$ cat src/rtl/led_event_arbiter_pkg.sv
`default_nettype none
// ============================================================================
// Module      : led_event_arbiter_pkg
// Description : Shared types and constants for the LED event arbiter.
// Revision    : 1.0 - initial release
// ============================================================================
package led_event_arbiter_pkg;

    typedef enum logic [1:0] {
        ST_IDLE = 2'b00,
        ST_ON   = 2'b01,
        ST_GAP  = 2'b10
    } state_t;

    localparam int c_DEF_ON_CYCLES  = 8;
    localparam int c_DEF_GAP_CYCLES = 4;

    // Ceiling log2, never below 1 so a vector built from it always has a bit.
    function automatic int clog2(input int value);
        int r;
        r = 0;
        for (int i = 0; i < 31; i++) begin
            if ((32'sd1 <<< i) < value) r = i + 1;
        end
        return (r < 1) ? 1 : r;
    endfunction

endpackage
`default_nettype wire

$ cat src/rtl/led_hold_timer.sv
`default_nettype none
// ============================================================================
// Module      : led_hold_timer
// Description : Loadable down-counter with zero flag; holds at zero.
// Revision    : 1.0 - initial release
// ============================================================================
module led_hold_timer #(
    parameter int WIDTH = 4
) (
    input  logic             clk,
    input  logic             rst,
    input  logic             i_load,
    input  logic [WIDTH-1:0] i_load_val,
    input  logic             i_dec,
    output logic             o_zero
);

    logic [WIDTH-1:0] r_count;

    always_ff @(posedge clk or negedge rst) begin
        if (!rst) begin
            r_count <= '0;
        end else if (i_load) begin
            r_count <= i_load_val;
        end else if (i_dec && (r_count != '0)) begin
            r_count <= r_count - WIDTH'(1);
        end
    end

    assign o_zero = (r_count == '0);

endmodule
`default_nettype wire

$ cat src/rtl/led_event_arbiter.sv
`default_nettype none
// ============================================================================
// Module      : led_event_arbiter
// Description : Latches rising edges from N_CH detectors and blinks one LED
//               per event, round-robin, with an ON window and a dark GAP.
// Revision    : 1.0 - initial release
// ============================================================================
module led_event_arbiter
    import led_event_arbiter_pkg::*;
#(
    parameter int N_CH       = 4,
    parameter int ON_CYCLES  = c_DEF_ON_CYCLES,
    parameter int GAP_CYCLES = c_DEF_GAP_CYCLES
) (
    input  logic                   clk,
    input  logic                   rst,
    input  logic [N_CH-1:0]        match,
    input  logic                   enable,
    input  logic                   clr_ovf,
    output logic                   led,
    output logic                   busy,
    output logic [clog2(N_CH)-1:0] active_ch,
    output logic [N_CH-1:0]        pending,
    output logic [N_CH-1:0]        overflow
);

    localparam int c_CH_W    = clog2(N_CH);
    localparam int c_TMAX    = (ON_CYCLES > GAP_CYCLES) ? ON_CYCLES : GAP_CYCLES;
    localparam int c_TIMER_W = clog2(c_TMAX + 1);
    localparam logic [c_TIMER_W-1:0] c_ON_LOAD  = c_TIMER_W'(ON_CYCLES - 1);
    localparam logic [c_TIMER_W-1:0] c_GAP_LOAD = c_TIMER_W'(GAP_CYCLES - 1);
    localparam logic [c_CH_W:0]      c_N_CH_EXT = (c_CH_W + 1)'(N_CH);

    state_t                r_state;
    logic [N_CH-1:0]       r_match_q;
    logic [N_CH-1:0]       r_pending;
    logic [N_CH-1:0]       r_overflow;
    logic [c_CH_W-1:0]     r_ptr;
    logic [c_CH_W-1:0]     r_active_ch;
    logic                  r_led;
    logic                  r_busy;

    logic [N_CH-1:0]       w_event;
    logic                  w_grant_found;
    logic [c_CH_W-1:0]     w_grant_idx;
    logic [c_CH_W:0]       w_scan;
    logic                  w_do_grant;
    logic [N_CH-1:0]       w_grant_mask;
    logic [c_CH_W-1:0]     w_next_ptr;
    logic                  w_tmr_load;
    logic [c_TIMER_W-1:0]  w_tmr_val;
    logic                  w_tmr_dec;
    logic                  w_tmr_zero;

    assign w_event = match & ~r_match_q;

    // First pending channel scanning ptr, ptr+1, ... with wrap modulo N_CH.
    always_comb begin
        w_grant_found = 1'b0;
        w_grant_idx   = '0;
        w_scan        = '0;
        for (int k = 0; k < N_CH; k++) begin
            w_scan = {1'b0, r_ptr} + (c_CH_W + 1)'(k);
            if (w_scan >= c_N_CH_EXT) begin
                w_scan = w_scan - c_N_CH_EXT;
            end
            if (!w_grant_found && r_pending[w_scan[c_CH_W-1:0]]) begin
                w_grant_found = 1'b1;
                w_grant_idx   = w_scan[c_CH_W-1:0];
            end
        end
    end

    assign w_do_grant   = (r_state == ST_IDLE) && enable && w_grant_found;
    assign w_grant_mask = w_do_grant ? (N_CH'(1) << w_grant_idx) : '0;
    assign w_next_ptr   = (w_grant_idx == c_CH_W'(N_CH - 1)) ? '0
                                                             : w_grant_idx + c_CH_W'(1);

    assign w_tmr_load = w_do_grant || ((r_state == ST_ON) && w_tmr_zero);
    assign w_tmr_val  = w_do_grant ? c_ON_LOAD : c_GAP_LOAD;
    assign w_tmr_dec  = ((r_state == ST_ON) || (r_state == ST_GAP)) && !w_tmr_zero;

    led_hold_timer #(
        .WIDTH (c_TIMER_W)
    ) u_timer (
        .clk        (clk),
        .rst        (rst),
        .i_load     (w_tmr_load),
        .i_load_val (w_tmr_val),
        .i_dec      (w_tmr_dec),
        .o_zero     (w_tmr_zero)
    );

    // A new event in the grant cycle re-arms pending (set beats clear).
    always_ff @(posedge clk or negedge rst) begin
        if (!rst) begin
            r_match_q  <= '0;
            r_pending  <= '0;
            r_overflow <= '0;
        end else begin
            r_match_q  <= match;
            r_pending  <= (r_pending & ~w_grant_mask) | w_event;
            r_overflow <= (clr_ovf ? '0 : r_overflow)
                        | (w_event & r_pending & ~w_grant_mask);
        end
    end

    always_ff @(posedge clk or negedge rst) begin
        if (!rst) begin
            r_state     <= ST_IDLE;
            r_led       <= 1'b0;
            r_busy      <= 1'b0;
            r_active_ch <= '0;
            r_ptr       <= '0;
        end else begin
            case (r_state)
                ST_IDLE: begin
                    r_led  <= 1'b0;
                    r_busy <= 1'b0;
                    if (w_do_grant) begin
                        r_state     <= ST_ON;
                        r_led       <= 1'b1;
                        r_busy      <= 1'b1;
                        r_active_ch <= w_grant_idx;
                        r_ptr       <= w_next_ptr;
                    end
                end
                ST_ON: begin
                    r_busy <= 1'b1;
                    if (w_tmr_zero) begin
                        r_led   <= 1'b0;
                        r_state <= ST_GAP;
                    end else begin
                        r_led <= 1'b1;
                    end
                end
                ST_GAP: begin
                    r_led <= 1'b0;
                    if (w_tmr_zero) begin
                        r_state <= ST_IDLE;
                        r_busy  <= 1'b0;
                    end else begin
                        r_busy <= 1'b1;
                    end
                end
                default: begin
                    r_state <= ST_IDLE;
                    r_led   <= 1'b0;
                    r_busy  <= 1'b0;
                end
            endcase
        end
    end

    assign led       = r_led;
    assign busy      = r_busy;
    assign active_ch = r_active_ch;
    assign pending   = r_pending;
    assign overflow  = r_overflow;

endmodule
`default_nettype wire

$ cat config.mk
export PLATFORM = sky130hd
export DESIGN_NAME = led_event_arbiter
export DESIGN_NICKNAME = d
export VERILOG_FILES = /design/src/rtl/led_event_arbiter_pkg.sv /design/src/rtl/led_hold_timer.sv /design/src/rtl/led_event_arbiter.sv
export SDC_FILE = /design/constraint.sdc
export NUM_CORES = 1
export LEC_CHECK = 0
export BUFFER_PORTS_ARGS = -buffer_cell sky130_fd_sc_hd__buf_2
export CAP_MARGIN = 25
export CELL_PAD_IN_SITES_DETAIL_PLACEMENT = 2
export CELL_PAD_IN_SITES_GLOBAL_PLACEMENT = 2
export CORE_MARGIN = 3
export CORE_UTILIZATION = 35
export DETAILED_ROUTE_END_ITERATION = 8
export PLACE_DENSITY_LB_ADDON = 0.05
export SETUP_SLACK_MARGIN = 0.1
export SYNTH_ARGS = -nofsm -noshare
export SYNTH_HDL_FRONTEND = slang
export SYNTH_SLANG_ARGS = --single-unit
$ cat constraint.sdc
create_clock -name clk -period 1.9 [get_ports clk]
set_input_delay 0.19 -clock clk [delete_from_list [all_inputs] [get_ports clk]]
set_output_delay 0.19 -clock clk [all_outputs]
set_load 0.01 [all_outputs]
After elaboration in Yosys (flattened, before gate mapping)

Index checks and enable logic that the tools add are counted.

Bits of input ports: 8
Logic and storage cells: 95
Output and inout port bits: 12
Register bits: 24

$add $sub $neg: 9
Muxes and demuxes: 34
Reductions and logical operators: 20
Magnitude comparators: 8
Shift-type cells: 1
Equality and inequality tests: 6
Bitwise logic cells: 8

Operator list:

| operator                                                                            | number |
|---|---|
| 2-bit 2-to-1 mux                                                                    | 12 |
| 4-bit bitwise AND                                                                   | 4 |
| 4-bit 2-to-1 mux                                                                    | 4 |
| 2-bit by 3-bit < comparator with 1-bit output, second input constant                | 4 |
| 1-bit 2-to-1 mux                                                                    | 10 |
| 3-bit greater-or-equal comparator, second input constant                            | 3 |
| 1-bit binary-select mux with 2-bit select                                           | 4 |
| 1-bit logical AND                                                                   | 8 |
| 4-bit inverter                                                                      | 2 |
| 4-bit bitwise OR                                                                    | 2 |
| 2-bit by 1-bit subtractor with 2-bit output, second input constant                  | 4 |
| 2-bit by 2-bit adder with 3-bit output, second input constant                       | 2 |
| 2-bit inequality test, second input constant                                        | 3 |
| 2-bit one-hot mux with 3 select lines                                               | 1 |
| 2-bit equality test, second input constant                                          | 2 |
| 1-bit zero test                                                                     | 4 |
| 4-bit zero test                                                                     | 1 |
| 4-bit nonzero test                                                                  | 1 |
| 1-bit by 2-bit left shift with 4-bit output, first input constant                   | 1 |
| 4-bit by 1-bit subtractor with 4-bit output, second input constant                  | 1 |
| 2-bit by 1-bit adder with 3-bit output, second input constant                       | 1 |
| 2-bit by 3-bit greater-or-equal comparator with 1-bit output, second input constant | 1 |
| 3-bit 2-to-1 mux                                                                    | 1 |
| 1-bit one-hot mux with 3 select lines                                               | 1 |
| other kinds (8)                                                                     | 9 |

Longest topological paths before layout

Gate-level depths: netlist (run 1).

Word-level depth: 19
Mapped depth: 7
Mapped depth without buffers: 7

Cells and area by module

Synthesis (run 1) repeated with hierarchy kept, for this count alone.

Cells, all modules: 118
Area total of the unflattened synthesis: 1312.5 um2

Modules (own cells, without submodules):

| module            | area each (um2) | seq. area each (um2) | instances | cells each |
|---|---|---|---|---|
| led_event_arbiter | 1042.2          | 500.5                | 1         | 91 |
| led_hold_timer    | 270.3           | 100.1                | 1         | 27 |

Worst setup path before layout (run 1)

No wires, ideal clock.

Kind: register to register
Start point: register r_pending[3], in the netlist pending[3]
End point: register r_ptr[1]
Path buffers: 0
Data arrival time: 1571 ps
Period minus slack after synthesis: 1699 ps
Setup time: 128 ps
Stages on the path, launching flop included: 6
Data required time: 1772 ps
Setup slack: 201 ps
Path through: dfrtp_1 -> nand2b_1 -> a211oi_1 -> nor2_1 -> ha_1 -> mux2_1

Word-level cells in the longest chain between the ends: 14
Elaborated cells on any way between the ends: 27
Classes of those cells: add/sub (1); eq/ne (1); mux (17); reduce/logical (8)

RTL lines:

| item                                                                          | line                                             | text |
|---|---|---|
| start, declared                                                               | led_event_arbiter.sv:36                          | `logic [N_CH-1:0] r_pending;` |
| start signal, assigned                                                        | led_event_arbiter.sv:102                         | `r_pending <= (r_pending & ~w_grant_mask) \| w_event;` |
| 1-bit binary-select mux with 2-bit select                                     | led_event_arbiter.sv:67                          | `if (!w_grant_found && r_pending[w_scan[c_CH_W-1:0]]) begin` |
| 1-bit 2-to-1 mux (not written as such)                                        | led_event_arbiter.sv:67                          |  |
| 1-bit 2-to-1 mux                                                              | led_event_arbiter.sv:67                          |  |
| 1-bit zero test                                                               | led_event_arbiter.sv:67                          |  |
| 1-bit logical AND                                                             | led_event_arbiter.sv:67                          |  |
| 1-bit 2-to-1 mux                                                              | led_event_arbiter.sv:67                          |  |
| 1-bit zero test                                                               | led_event_arbiter.sv:67                          |  |
| 1-bit logical AND                                                             | led_event_arbiter.sv:67                          |  |
| 1-bit 2-to-1 mux                                                              | led_event_arbiter.sv:67                          |  |
| 1-bit zero test                                                               | led_event_arbiter.sv:67                          |  |
| 1-bit logical AND                                                             | led_event_arbiter.sv:67                          |  |
| 2-bit 2-to-1 mux *                                                            | led_event_arbiter.sv:67                          |  |
| net w_grant_idx[1]                                                            | led_event_arbiter.sv:45                          | `logic [c_CH_W-1:0] w_grant_idx;` |
| 2-bit by 1-bit adder with 2-bit output or 2-bit equality test (tied branches) | led_event_arbiter.sv:77, led_event_arbiter.sv:76 |  |
| 2-bit 2-to-1 mux *                                                            | led_event_arbiter.sv:76                          | `assign w_next_ptr = (w_grant_idx == c_CH_W'(N_CH - 1)) ? '0` |
| net w_next_ptr[1]                                                             | led_event_arbiter.sv:49                          | `logic [c_CH_W-1:0] w_next_ptr;` |
| end signal, assigned                                                          | led_event_arbiter.sv:125                         | `r_ptr <= w_next_ptr;` |
| end, declared                                                                 | led_event_arbiter.sv:38                          | `logic [c_CH_W-1:0] r_ptr;` |

Mark *: on every way through the listed nets, which the timed path passes. The rest lies on a longest branch. The select of a mux whose other input is x is not followed.
A chain may end at the register's enable or synchronous reset.

Worst setup path in the final report (run 1)

Start point: register r_ptr[1]
End point: register r_ptr[1]

Word-level cells in the longest chain between the ends: 16
Elaborated cells on any way between the ends: 42
Classes of those cells: add/sub (8); order compare (4); eq/ne (1); mux (21); reduce/logical (8)

RTL lines:

| item                                                                                            | line |
|---|---|
| parallel branches: the longest is 13 deep, another holds 2-bit by 1-bit adder with 3-bit output | n/a |
| 2-bit 2-to-1 mux *                                                                              | led_event_arbiter.sv:67 |
| net w_grant_idx[0]                                                                              | led_event_arbiter.sv:45 |
| 2-bit by 1-bit adder with 2-bit output or 2-bit equality test (tied branches)                   | led_event_arbiter.sv:77, led_event_arbiter.sv:76 |
| 2-bit 2-to-1 mux *                                                                              | led_event_arbiter.sv:76 |
| net w_next_ptr[1]                                                                               | led_event_arbiter.sv:49 |

Mark *: on every way through the listed nets, which the timed path passes. The select of a mux whose other input is x is not followed.

==> impl_metrics.json, run 1 <==
{
  "synth_top_family_by_area": "simple AND/OR/NAND/NOR gates",
  "final_common_cell": "dfrtp_1",
  "start_util": 0.386,
  "clk_latency_ps": 320,
  "worstHoldPathType": "in -> reg",
  "ios": 20,
  "wl_per_cell_um": 16.7,
  "status": "finished, final reports clean",
  "ant_nets": 0,
  "ff2ff_setup_slack_ps": 170,
  "num_antenna_cells": 0,
  "portBuffers": 19,
  "crit_type": "reg -> reg",
  "pwr-share-comb": 0.483,
  "layout.cells.non_filler": 193,
  "hpwl_mm": 2.39,
  "crit_arrival_ps": 1960,
  "via_count": 980,
  "intPower_uw": 1410,
  "ctsHtreeMaxLevel": 1,
  "dp_cells": 181,
  "synth_area_sq_um": 1230,
  "layout_common_cells": "dfrtp_1, buf_2, inv_1",
  "core_area_sq_um": 3200,
  "power_frac_clock": 0.161,
  "die-area_sq_um": 4280,
  "antenna_found_initial": 0,
  "seqPwrFrac": 0.356,
  "syn_inst": 117,
  "final_hold_viol_count": 0,
  "grt_first_pass_wirelength_mm": 5.36,
  "finish.utilization": 0.482,
  "ir_worst_vdd_v": 0.000648,
  "fin_crit_sh": 0.913,
  "synth_xor_area_frac": 0,
  "fmax_ghz": 0.576,
  "synth_nets": 136,
  "leakage_uw": 0.000732,
  "fill_cells": 390,
  "place.gp.congestion": 0.762,
  "path_cells": "nand2b_1, a21o_1, and3_4, ha_1, mux2_1",
  "max-cap-violations": 0,
  "synth_cell_types": 29,
  "die_w_um": 65.4,
  "rsz0062_at_grt": "true",
  "max_slew.worst_pin.slew_ps": 530,
  "drc": 0,
  "startpoint_type": "flop",
  "slew_viol_final": 0,
  "cts_tree": "built",
  "synth_seq_area_share": 0.486,
  "synth_mux_area_frac": 0.0375,
  "ys_ff_latch": 24,
  "root_buffer": "clkbuf_4",
  "pre_cts_slack_ps": 61.9,
  "clkSinkCount": 24,
  "grt_overflow": 0,
  "max-slew-margin-rel": 0.647,
  "period_needed_ps": 1730,
  "grt_max_degree": 25,
  "rows": 20,
  "cp_data_required_time_ps": 2120,
  "die_y_um": 65.4,
  "dr.pass1.iters": 4,
  "vias_per_cell": 5.08,
  "power_density_nw_per_um2": 1500,
  "yosys.area_share.simple": 0.160,
  "synth_warnings": 0,
  "critPathBufInv": 0,
  "switchingPower_uw": 914,
  "crit_slowest_cell": "dfrtp_2",
  "grt_usage": 0.167,
  "grt_pass1_vias": 1102,
  "fin_skew_ps": 7.32,
  "multi_input_area_sq_um": 594,
  "crit_path_max_fanout": 6,
  "setup_viol": 0,
  "cp_slowest_stage_delay_ps": 480,
  "drt_wl_total_mm": 3.23,
  "cts_buffers": 3,
  "register_area_sq_um": 603,
  "clockBufferDepth": 2,
  "nets": 169,
  "synth_compound_area_frac": 0.150,
  "worstSetupEndpointType": "flop",
  "synthAdderAreaFrac": 0.111,
  "drt_iter0_drc": 36,
  "setup_ws_ps": 165,
  "clk_pin_slew_ps": 140,
  "switching_share": 0.394,
  "syn_avg_cell_area_sq_um": 10.6,
  "path_delay_family": "flip-flops",
  "final.setup.tns_ps": 0,
  "syn_to_final_growth_pct": 25.0,
  "drive_above_1_share": 0.289
}
[area by class of cell]
type                       instances  share of cell area
clock buffer                       3              0.0146
clock inverter                     1              0.0194
inverter                          14              0.0340
multi-input combinational         78               0.385
sequential                        24               0.391
tap                               44              0.0357
timing repair buffer              29               0.121
[cell usage after synthesis]
cell type	n	area, sq um
a32oi_1	1	8.76
o31ai_1	1	7.51
or3b_2	1	8.76
a22oi_2	1	12.5
nand2_1	11	41.3
nand2b_1	6	37.5
o22ai_1	4	25.0
ha_1	11	138
nor4b_1	1	8.76
mux2i_1	2	20.0
a211oi_1	3	22.5
inv_1	14	52.6
mux2_4	1	15.0
or3b_1	1	8.76
nor3b_1	1	7.51
buf_4	2	15.0
or2_2	3	18.8
a21oi_1	4	20.0
nor2_1	6	22.5
a2bb2oi_1	1	8.76
mux2_1	1	11.3
o21ai_0	7	35.0
o41ai_4	1	27.5
and3_1	3	18.8
nor4bb_1	1	10.0
nand3_1	3	15.0
dfrtp_1	24	601
a21o_1	1	7.51
a32o_1	1	10.0
[flip-flops by register name, indices dropped and copies added (netlist names)]
name and count:
overflow 4, pending 4, r_match_q 4, u_timer.r_count 4, active_ch 2, r_ptr 2, r_state 2, busy 1
led 1
[cell families after synthesis]
group / after synthesis
simple gates: 37
compound gates: 25
flops: 24
buf+inv: 16
fa+ha+maj: 11
mux: 4
[power by group through the flow]
stage	logic [uW]	registers (uW)	clock network, uW
CTS	1050	821	390
global placement	970	812	0
finish	1120	827	373
global route	1270	855	407
floorplan	610	860	0
detailed placement	1030	831	0
[path summary, 6_finish.rpt]
| check | from | to | cells after the start |
|---|---|---|---|
| setup / recovery | r_ptr[1]$_DFFE_PN0P_ | r_ptr[1]$_DFFE_PN0P_ | 5 |
| hold / removal | clr_ovf | overflow[1]$_DFF_PN0_ | 2 |
| setup reg to reg | r_ptr[1]$_DFFE_PN0P_ | r_ptr[1]$_DFFE_PN0P_ | 5 |
| hold reg to reg | active_ch[0]$_DFFE_PN0P_ | active_ch[0]$_DFFE_PN0P_ | 1 |
| max in group asynchronous | rst | r_ptr[1]$_DFFE_PN0P_ | 2 |
| min in group asynchronous | rst | pending[1]$_DFF_PN0_ | 2 |
[metal layers]
metal / part of all wire / track usage
met2: 0.48 / 0.279
met1: 0.47 / 0.214
met3: 0.027 / 0.0205
met4: 0.019 / 0.0777
met5: 0 / 0
[timing repair]
item / in CTS / in global routing
cloned: 0 / 1
setup buffers: 0 / 2
hold endpoints to repair: 28 / 0
resized for setup: 2 / 9
endpoints found under the setup margin: 3 / 12
hold buffers: 5 / 0
pin swaps: 0 / 1
[metrics by stage]
step	instance area (sq um)	power [uW]	hold slack [ps]
global placement	1390	1780	203
CTS	1500	2260	93.6
global route	1540	2530	114
floorplan	1230	1470	-106
finish	1540	2320	105
detailed placement	1390	1860	206
No activity file was read; power rests on OpenSTA's default activity.
==> run 2: changes to the inputs <==
==> constraint.sdc (replaced) <==
create_clock -name clk -period 1.9 [get_ports clk]
set_input_delay 0.38 -clock clk [delete_from_list [all_inputs] [get_ports clk]]
set_output_delay 0.38 -clock clk [all_outputs]
set_load 0.01 [all_outputs]
==> run 2 against run 1 <==
  * Critical path depth unchanged
  * Combinational power about the same
  * Clock skew increased by 1.5 ps
  * Clock power about the same
  * Flip-flop and latch count unchanged
  * Worst setup slack got worse by 28 ps
  * Via count decreased by 0.61%
==> impl_metrics.json, run 2 (synthesized netlist as in run 1, its figures left out) <==
{
  "fin_crit_sh": 0.928,
  "grtUsageMet3": 0.0205,
  "fin_skew_ps": 8.82,
  "ctsHtreeMaxLevel": 1,
  "r2r_start": "r_ptr[1]$_DFFE_PN0P_",
  "cp_slowest_stage_delay_ps": 480,
  "period_needed_ps": 1760,
  "grt_first_pass_wirelength_mm": 5.29,
  "slew_viol_final": 0,
  "ios": 20,
  "clk_latency_ps": 330,
  "grt_pass1_vias": 1084,
  "start_util": 0.386,
  "hold_buffers": 0,
  "core_area_sq_um": 3200,
  "final_hold_viol_count": 0,
  "place.gp.congestion": 0.762,
  "worstHoldPathType": "in -> async",
  "reg2reg_depth": 5,
  "fin_area_sq_um": 1500,
  "die_y_um": 65.4,
  "via_count": 974,
  "startpoint_type": "flop",
  "antenna_found_initial": 0,
  "ir_worst_vdd_v": 0.000657,
  "power_density_nw_per_um2": 1560,
  "layout_common_cells": "dfrtp_1, buf_2, inv_1",
  "grtUsageMet1": 0.209,
  "hold_slack_ps": 5.66,
  "critPathBufInv": 0,
  "num_antenna_cells": 0,
  "grt_usage": 0.165,
  "max-cap-violations": 0,
  "placed_area_sq_um": 1390,
  "grt_use_met2": 0.278,
  "finish.utilization": 0.467,
  "rsz0062_at_grt": "true",
  "path_cells": "nand2b_1, a21o_1, and3_4, ha_1, mux2_1",
  "ant_nets": 0,
  "setup_viol": 0,
  "final.setup.tns_ps": 0,
  "cts_tree": "built",
  "nets": 164,
  "ff2ff_setup_slack_ps": 140,
  "fmax_ghz": 0.567,
  "grt_max_degree": 25,
  "grt_most_used_layer": "met2",
  "crit_type": "reg -> reg",
  "drive_above_1_share": 0.306,
  "cts_buffers": 3,
  "max-slew-margin-rel": 0.646,
  "drt_iter0_drc": 35,
  "leakage_uw": 0.000711,
  "reg2reg_to": "r_ptr[1]$_DFFE_PN0P_",
  "finalPower_uw": 2330,
  "clkSinkCount": 24,
  "root_buffer": "clkbuf_4",
  "hpwl_mm": 2.39,
  "wl_per_cell_um": 17.2,
  "dr.pass1.iters": 3,
  "max_slew.worst_pin.slew_ps": 531,
  "grt_overflow": 0,
  "drt_wl_total_mm": 3.24,
  "clk_pin_slew_ps": 140,
  "clockBufferDepth": 2,
  "drc": 0,
  "crit_slowest_cell": "dfrtp_2",
  "path_delay_family": "flip-flops",
  "crit_path_max_fanout": 6,
  "final_common_cell": "dfrtp_1",
  "die_w_um": 65.4,
  "status": "finished, final reports clean",
  "rows": 20,
  "crit_arrival_ps": 1990,
  "die-area_sq_um": 4280,
  "worstSetupEndpointType": "flop",
  "portBuffers": 19,
  "cp_data_required_time_ps": 2130,
  "vias_per_cell": 5.18,
  "syn_to_final_growth_pct": 21.1
}
run 2: per-layer routing:
layer,routed length [um],up-vias,share of wire
met5,0,-,0
met4,61,0,0.019
met3,89,4,0.027
met2,1570,16,0.48
met1,1520,499,0.47
li1,-,455,-
run 2: worst max path at each step:
| stage | start | end | slack (ps) | cells past startpoint |
|---|---|---|---|---|
| floorplan | pending[3]$_DFF_PN0_ | r_ptr[1]$_DFFE_PN0P_ | 200 | 5 |
| global placement | u_timer.r_count[0]$_DFFE_PN0P_ | r_state[0]$_DFFE_PN0P_ | 100 | 5 |
| detailed placement | u_timer.r_count[0]$_DFFE_PN0P_ | r_state[0]$_DFFE_PN0P_ | 60 | 5 |
| CTS | r_ptr[1]$_DFFE_PN0P_ | r_ptr[1]$_DFFE_PN0P_ | 100 | 5 |
| global route | u_timer.r_count[0]$_DFFE_PN0P_ | u_timer.r_count[0]$_DFFE_PN0P_ | 70 | 5 |
| finish | r_ptr[1]$_DFFE_PN0P_ | r_ptr[1]$_DFFE_PN0P_ | 140 | 5 |
run 2: stage by stage:
stage | setup slack (ps) | cells
finish | 137 | 188
global route | 72.4 | 188
CTS | 96.8 | 185
detailed placement | 61.9 | 181
global placement | 95.9 | 181
floorplan | 201 | 117
run 2: layout make-up:
cell class,instances,area [sq um]
fillers,396,1710
clock buffers,3,22.5
clock inverters,1,30.0
inverters,14,52.6
well taps,44,55.1
flip-flops and latches,24,603
multi-input cells,78,599
repair buffers,24,133
run 2: power breakdown:
part | switching [uW] | leakage (uW) | internal (uW)
clock | 163 | 0.0000279 | 214
combinational | 619 | 0.000410 | 505
sequential | 147 | 0.000273 | 678
total | 929 | 0.000711 | 1400
run 2: worst reg2reg max path, stage by stage (launching register included):
cell and delay (ps):
dfrtp_2 480, nand2b_1 160, a21o_1 230, and3_4 210, ha_1 290, mux2_1 290
run 2: repair_timing:
action,4_1_cts,5_1_grt
buffers inserted,0,2
endpoints found under the hold margin,0,0
resized for setup,2,10
cloned,0,1
endpoints found under the setup margin,3,12
